## src/rtl/wave_lut_if.sv

```systemverilog
// wave_lut_if: sample-source bus between phase stage, quarter-sine ROM and waveform generator
//   s_clk, en, addr, wave_sel, amp : sample strobe and per-sample controls into the generator
//   rom_addr / rom_data            : quarter-wave ROM read port (sync read, 1 clk latency)
//   dout / dout_vld                : scaled signed sample and its 1-clk valid pulse
interface wave_lut_if #(
    parameter int DW     = 16,
    parameter int ROM_AW = 10,
    parameter int AMP_W  = 9
);
    logic              s_clk;
    logic              en;
    logic [11:0]       addr;
    logic [1:0]        wave_sel;
    logic [AMP_W-1:0]  amp;
    logic [ROM_AW-1:0] rom_addr;
    logic [14:0]       rom_data;
    logic [DW-1:0]     dout;
    logic              dout_vld;
    modport master (output s_clk, en, addr, wave_sel, amp, rom_data, input rom_addr, dout, dout_vld);
    modport slave  (input s_clk, en, addr, wave_sel, amp, rom_data, output rom_addr, dout, dout_vld);
endinterface

```

## src/rtl/wave_lut_gen.sv

```systemverilog
// wave_lut_gen: converts a 12-bit phase address into an amplitude-scaled sine/triangle/saw/square sample
//   clk, rst : system clock, synchronous active-high reset
//   bus      : wave_lut_if slave (strobe/controls in, ROM read port, dout/dout_vld out)
module wave_lut_gen #(
    parameter int DW     = 16,
    parameter int ROM_AW = 10,
    parameter int AMP_W  = 9
) (
    input logic       clk,
    input logic       rst,
    wave_lut_if.slave bus
);
    localparam logic signed [26:0] SMAX = 27'(2 ** (DW - 1) - 1);
    localparam logic signed [26:0] SMIN = 27'(-(2 ** (DW - 1)));
    logic [2:0]              sync_q, sync_d;
    logic [3:0]              vld_q, vld_d;
    logic [11:0]             addr0_q, addr0_d, addr1_q, addr1_d, addr2_q, addr2_d;
    logic [1:0]              sel0_q, sel0_d, sel1_q, sel1_d, sel2_q, sel2_d;
    logic [AMP_W-1:0]        amp0_q, amp0_d, amp1_q, amp1_d, amp2_q, amp2_d, amp3_q, amp3_d;
    logic [ROM_AW-1:0]       mag1_q, mag1_d, mag2_q, mag2_d;
    logic signed [16:0]      w3_q, w3_d;
    logic [DW-1:0]           dout_q, dout_d;
    logic                    dout_vld_q, dout_vld_d;
    logic                    cap;
    logic signed [16:0]      mag;
    logic signed [26:0]      p, r;
    always_comb begin
        sync_d     = {sync_q[1:0], bus.s_clk};
        cap        = sync_q[1] & ~sync_q[2] & bus.en;
        vld_d      = {vld_q[2:0], cap};
        addr0_d    = cap ? bus.addr : addr0_q;
        sel0_d     = cap ? bus.wave_sel : sel0_q;
        amp0_d     = cap ? bus.amp : amp0_q;
        // odd quadrants read the quarter table backwards
        mag1_d     = addr0_q[ROM_AW] ? ~addr0_q[ROM_AW-1:0] : addr0_q[ROM_AW-1:0];
        addr1_d    = addr0_q;
        sel1_d     = sel0_q;
        amp1_d     = amp0_q;
        addr2_d    = addr1_q;
        sel2_d     = sel1_q;
        amp2_d     = amp1_q;
        mag2_d     = mag1_q;
        mag        = (sel2_q == 2'd0) ? $signed({2'b0, bus.rom_data}) : $signed({2'b0, mag2_q, mag2_q[9:5]});
        w3_d       = sel2_q[1] ? (sel2_q[0] ? (addr2_q[11] ? -17'sd32767 : 17'sd32767)
                                            : $signed({{2{~addr2_q[11]}}, addr2_q[10:0], 4'b0}))
                               : (addr2_q[11] ? -mag : mag);
        amp3_d     = amp2_q;
        p          = w3_q * $signed({1'b0, amp3_q});
        r          = (p + 27'sd128) >>> 8;
        dout_d     = vld_q[3] ? ((r > SMAX) ? SMAX[DW-1:0] : (r < SMIN) ? SMIN[DW-1:0] : r[DW-1:0]) : dout_q;
        dout_vld_d = vld_q[3];
    end
    always_ff @(posedge clk) begin
        if (rst) begin
            // all-ones keeps a high s_clk from looking like a fresh edge once reset releases
            sync_q     <= 3'b111;
            vld_q      <= '0;
            addr0_q    <= '0;
            addr1_q    <= '0;
            addr2_q    <= '0;
            sel0_q     <= '0;
            sel1_q     <= '0;
            sel2_q     <= '0;
            amp0_q     <= '0;
            amp1_q     <= '0;
            amp2_q     <= '0;
            amp3_q     <= '0;
            mag1_q     <= '0;
            mag2_q     <= '0;
            w3_q       <= '0;
            dout_q     <= '0;
            dout_vld_q <= 1'b0;
        end else begin
            sync_q     <= sync_d;
            vld_q      <= vld_d;
            addr0_q    <= addr0_d;
            addr1_q    <= addr1_d;
            addr2_q    <= addr2_d;
            sel0_q     <= sel0_d;
            sel1_q     <= sel1_d;
            sel2_q     <= sel2_d;
            amp0_q     <= amp0_d;
            amp1_q     <= amp1_d;
            amp2_q     <= amp2_d;
            amp3_q     <= amp3_d;
            mag1_q     <= mag1_d;
            mag2_q     <= mag2_d;
            w3_q       <= w3_d;
            dout_q     <= dout_d;
            dout_vld_q <= dout_vld_d;
        end
    end
    assign bus.rom_addr = mag1_q;
    assign bus.dout     = dout_q;
    assign bus.dout_vld = dout_vld_q;
endmodule

```

## src/flat_wrapper.sv

```systemverilog
// flat-port wrapper written by rule: the top's interface ports become plain ports
module wave_lut_gen_flat 
#(
    parameter int DW     = 16,
    parameter int ROM_AW = 10,
    parameter int AMP_W  = 9
)
  (clk, rst, bus_s_clk, bus_en, bus_addr, bus_wave_sel, bus_amp, bus_rom_data, bus_rom_addr, bus_dout, bus_dout_vld);
  wave_lut_if #(.DW(DW), .ROM_AW(ROM_AW), .AMP_W(AMP_W)) bus_i ();
  input logic clk;
  input logic rst;
  input wire logic [$bits(bus_i.s_clk)-1:0] bus_s_clk;
  input wire logic [$bits(bus_i.en)-1:0] bus_en;
  input wire logic [$bits(bus_i.addr)-1:0] bus_addr;
  input wire logic [$bits(bus_i.wave_sel)-1:0] bus_wave_sel;
  input wire logic [$bits(bus_i.amp)-1:0] bus_amp;
  input wire logic [$bits(bus_i.rom_data)-1:0] bus_rom_data;
  output wire logic [$bits(bus_i.rom_addr)-1:0] bus_rom_addr;
  output wire logic [$bits(bus_i.dout)-1:0] bus_dout;
  output wire logic [$bits(bus_i.dout_vld)-1:0] bus_dout_vld;
  assign bus_i.s_clk = bus_s_clk;
  assign bus_i.en = bus_en;
  assign bus_i.addr = bus_addr;
  assign bus_i.wave_sel = bus_wave_sel;
  assign bus_i.amp = bus_amp;
  assign bus_i.rom_data = bus_rom_data;
  assign bus_rom_addr = bus_i.rom_addr;
  assign bus_dout = bus_i.dout;
  assign bus_dout_vld = bus_i.dout_vld;
  wave_lut_gen #(.DW(DW), .ROM_AW(ROM_AW), .AMP_W(AMP_W)) u_core (.clk(clk), .rst(rst), .bus(bus_i));
endmodule
```

## config.mk

```make
export PLATFORM = sky130hd
export DESIGN_NAME = wave_lut_gen_flat
export DESIGN_NICKNAME = d
export VERILOG_FILES = /design/src/rtl/wave_lut_if.sv /design/src/rtl/wave_lut_gen.sv /design/src/flat_wrapper.sv
export SDC_FILE = /design/constraint.sdc
export NUM_CORES = 1
export LEC_CHECK = 0
export CAP_MARGIN = 20
export CORE_MARGIN = 5
export CORE_UTILIZATION = 50
export DETAILED_ROUTE_END_ITERATION = 6
export PLACE_DENSITY = 0.72
export SKIP_LAST_GASP = 1
export SLEW_MARGIN = 0
export SYNTH_ARGS = -nofsm -noshare
export SYNTH_HDL_FRONTEND = slang
export SYNTH_SLANG_ARGS = --single-unit
```

## constraint.sdc

```tcl
create_clock -name clk -period 7.8 [get_ports clk]
set_clock_uncertainty 0.2 [all_clocks]
set_input_delay 0.78 -clock clk [delete_from_list [all_inputs] [get_ports clk]]
set_output_delay 0.78 -clock clk [all_outputs]
set_load 0.01 [all_outputs]
```

==> impl_metrics.env <==
export IMPL_drt_first_pass_iters=5
export IMPL_dieArea_um2=24900
export IMPL_die_h_um=158
export IMPL_fin_area_um2=12300
export IMPL_hp_class="register to register"
export IMPL_synth_async_reset_ratio_pct=0
export IMPL_syn_nets=1398
export IMPL_worstReg2RegStart="u_core.amp3_q[2]$_SDFF_PP0_"
export IMPL_track_usage_pct=20.5
export IMPL_yosysTopAreaCell="dfxtp_1"
export IMPL_clock_sinks=139
export IMPL_holdBufCountCts=0
export IMPL_clockBufferDepth=2
export IMPL_min_from="u_core.sync_q[0]$_SDFF_PP1_"
export IMPL_wl_met3_um=956
export IMPL_cts_tree="done"
export IMPL_start_util_pct=50.4
export IMPL_post_dp_hpwl_um=18600
export IMPL_grt_pass1_vias=8471
export IMPL_ioPinCount=69
export IMPL_p_int_mw=1.27
export IMPL_cts_resized=0
export IMPL_area_delta_synth_final_pct=12.6
export IMPL_dr_wl_met2_um=12000
export IMPL_required_ns=7.85
export IMPL_die_w_um=158
export IMPL_worst_ep_arrival_time_ns=6.85
export IMPL_coreArea_um2=21700
export IMPL_viasPerCell=5.20
export IMPL_worstSetupPathType="register to register"
export IMPL_synth_cell_type_count=80
export IMPL_wl_met1_um=9590
export IMPL_vias=7676
export IMPL_p_clk_share_pct=50.4
export IMPL_cts_root_buffer="clkbuf_16"
export IMPL_drt_iter0_drc=377
export IMPL_max_slew_worst_pin_slew_ns=0.998
export IMPL_grt_setup_unrepaired="no"
export IMPL_cts_htree_levels=4
export IMPL_fin_crit_sh_pct=87.3
export IMPL_drc=0
export IMPL_avgSynthCellArea_um2=9.51
export IMPL_fillers=1876
export IMPL_wl_um=23500
export IMPL_diodes=0
export IMPL_cts_buffers=17
export IMPL_seqPwrFrac_pct=45.0
export IMPL_port_buffers=68
export IMPL_slew_viol_final=0
export IMPL_slew_headroom_pct=33.4
export IMPL_endpoint_kind="register"
export IMPL_synth_area_leaders="dfxtp_1 (25%), fa_1 (24%), ha_1 (8.9%)"
export IMPL_layout_nets=1431
export IMPL_setup_viol=0
export IMPL_synth_seq_area_share_pct=25.5
export IMPL_grt_antenna_before_repair=0
export IMPL_clk_pin_slew_worst_paths_ns=0.06
export IMPL_switching_share_pct=22.9
export IMPL_finalNonFillerCells=1475
export IMPL_hold_viol=0
export IMPL_switchingPower_uw=378
export IMPL_num_rows=54
export IMPL_synth_warnings=0
export IMPL_place_area_um2=11700
export IMPL_grt_pass1_wl_um=40900
export IMPL_synth_seq_cells=139
export IMPL_overflow=0
export IMPL_seq_area_um2=2780
export IMPL_multi_input_area_um2=7120
export IMPL_syn_area_um2=10900
export IMPL_synth_edff_count=0
export IMPL_cp_max_fo=17
export IMPL_maxCapViolations=0
export IMPL_startpoint_type="register"
export IMPL_synthCells=1149
export IMPL_comb_power_share_pct=4.6
export IMPL_yosys_top_cells_count="inv_1 (188), dfxtp_1 (139), fa_1 (129)"
export IMPL_p_leak_nw=5.74
export IMPL_final_util_pct=56.7
export IMPL_setup_tns_ns=0
export IMPL_gp_congestion=0.889
export IMPL_period_minus_slack_ns=6.81
export IMPL_power_density_nw_per_um2=134
export IMPL_drive_gt1_share_pct=7.87
export IMPL_insertion_delay_ns=0.41
export IMPL_cts_setup_buffers=0
export IMPL_grt_max_degree=69
export IMPL_top_layer_used="met4"
export IMPL_worstSetupStartpoint="u_core.amp3_q[2]$_SDFF_PP0_"
export IMPL_wl_per_cell_um=15.9
export IMPL_synth_top_area_share_pct=25.5
export IMPL_dp_cells=1443
export IMPL_yosysMostFrequentCell="inv_1"
export IMPL_antenna_left=0
export IMPL_outcome="completed"
export IMPL_fmax_mhz=147
export IMPL_ir_worst_vdd_mv=0.163
export IMPL_synthFlopType="dfxtp_1"
[cell usage in the layout, fill, tap and decap left out, types with 7 or more instances in the layout]
master           Yosys  final
o32ai_2             10     10
fa_1               129    129
or3_2                7      7
ha_1                78     78
clkdlybuf4s50_1      0     67
dfxtp_1            139    139
inv_1              188    188
a211oi_1            11     11
clkbuf_16            0     17
o21ai_0             13     13
nand2_1             99     99
nand3_1              8      8
o22a_1              23     23
a21o_1               7      7
xnor2_1             28     28
nor2b_1             72     72
nor2_1              62     62
a21oi_1             36     36
xor2_1              11     11
and2_1              61     61
buf_4                0      7
[routing by layer]
layer | vias up | track usage, %
li1 | 3712 | -
met1 | 3754 | 24.7
met2 | 166 | 36.2
met3 | 44 | 3.75
met4 | 0 | 8.03
met5 | - | 0
[worst paths after layout]
path	end	depth (start not counted)	slack, ns
setup / recovery	u_core.bus.dout[0]$_SDFFE_PP0P_	18	0.99
hold / removal	u_core.sync_q[1]$_SDFF_PP1_	1	0.21
setup reg to reg	u_core.bus.dout[0]$_SDFFE_PP0P_	18	0.99
hold reg to reg	u_core.sync_q[1]$_SDFF_PP1_	1	0.21
[critical path, cell delays in order, from the launching register on]
cell       delay, ns
dfxtp_1         0.68
and2_1          0.26
fa_1            0.61
fa_1            0.72
inv_1           0.10
fa_1            0.54
inv_1           0.05
fa_1            0.52
inv_1           0.05
fa_1            0.52
inv_1           0.04
ha_1            0.21
a2111oi_0       0.39
a21oi_1         0.16
a31oi_1         0.27
o211a_2         0.29
xnor2_1         0.10
a21oi_2         0.72
o32ai_1         0.17
[cells by family (layout without fill, tap and decap cells)]
kind of cell    count (synthesis)  in the layout  share of synthesized area, %
simple gates                  352            352                          16.8
buf+inv                       249            295                          9.33
fa+ha+maj                     207            207                          32.6
compound gates                156            156                          12.0
flops                         139            139                          25.5
xor+xnor                       39             39                          3.13
mux                             7              7                         0.767
[registers in the layout (all words and copies together) (netlist names), 4 cells and up]
name,flops
u_core.addr0_q,12
u_core.addr1_q,12
u_core.addr2_q,12
u_core.amp0_q,9
u_core.amp1_q,9
u_core.amp2_q,9
u_core.amp3_q,9
u_core.bus.dout,16
u_core.bus.rom_addr,10
u_core.mag2_q,10
u_core.vld_q,4
u_core.w3_q,17
[metrics by stage]
stage,setup WS [ns],hold WS (ns),total power [mW]
floorplan,1.69,0.189,0.795
global placement,1.18,0.192,0.832
detailed placement,1.02,0.194,0.834
CTS,0.965,0.209,1.67
global route,0.515,0.243,1.72
finish,0.991,0.209,1.65
[power groups by stage]
stage / clock (mW) / sequential (mW) / combinational (mW)
after floorplan: 0 / 0.743 / 0.0520
after global placement: 0 / 0.757 / 0.0750
after detailed placement: 0 / 0.757 / 0.0762
after CTS: 0.851 / 0.742 / 0.0767
after global routing: 0.887 / 0.744 / 0.0842
final: 0.833 / 0.742 / 0.0760
[final cells by class]
class | count | share of cell area [%]
repair buffers | 74 | 5.88
multi-input cells | 761 | 57.9
clock buffers | 18 | 3.49
inverters | 189 | 5.77
well taps | 280 | 2.85
flip-flops and latches | 139 | 22.6
clock inverters | 14 | 1.47
(Power assumes the default switching activity.)
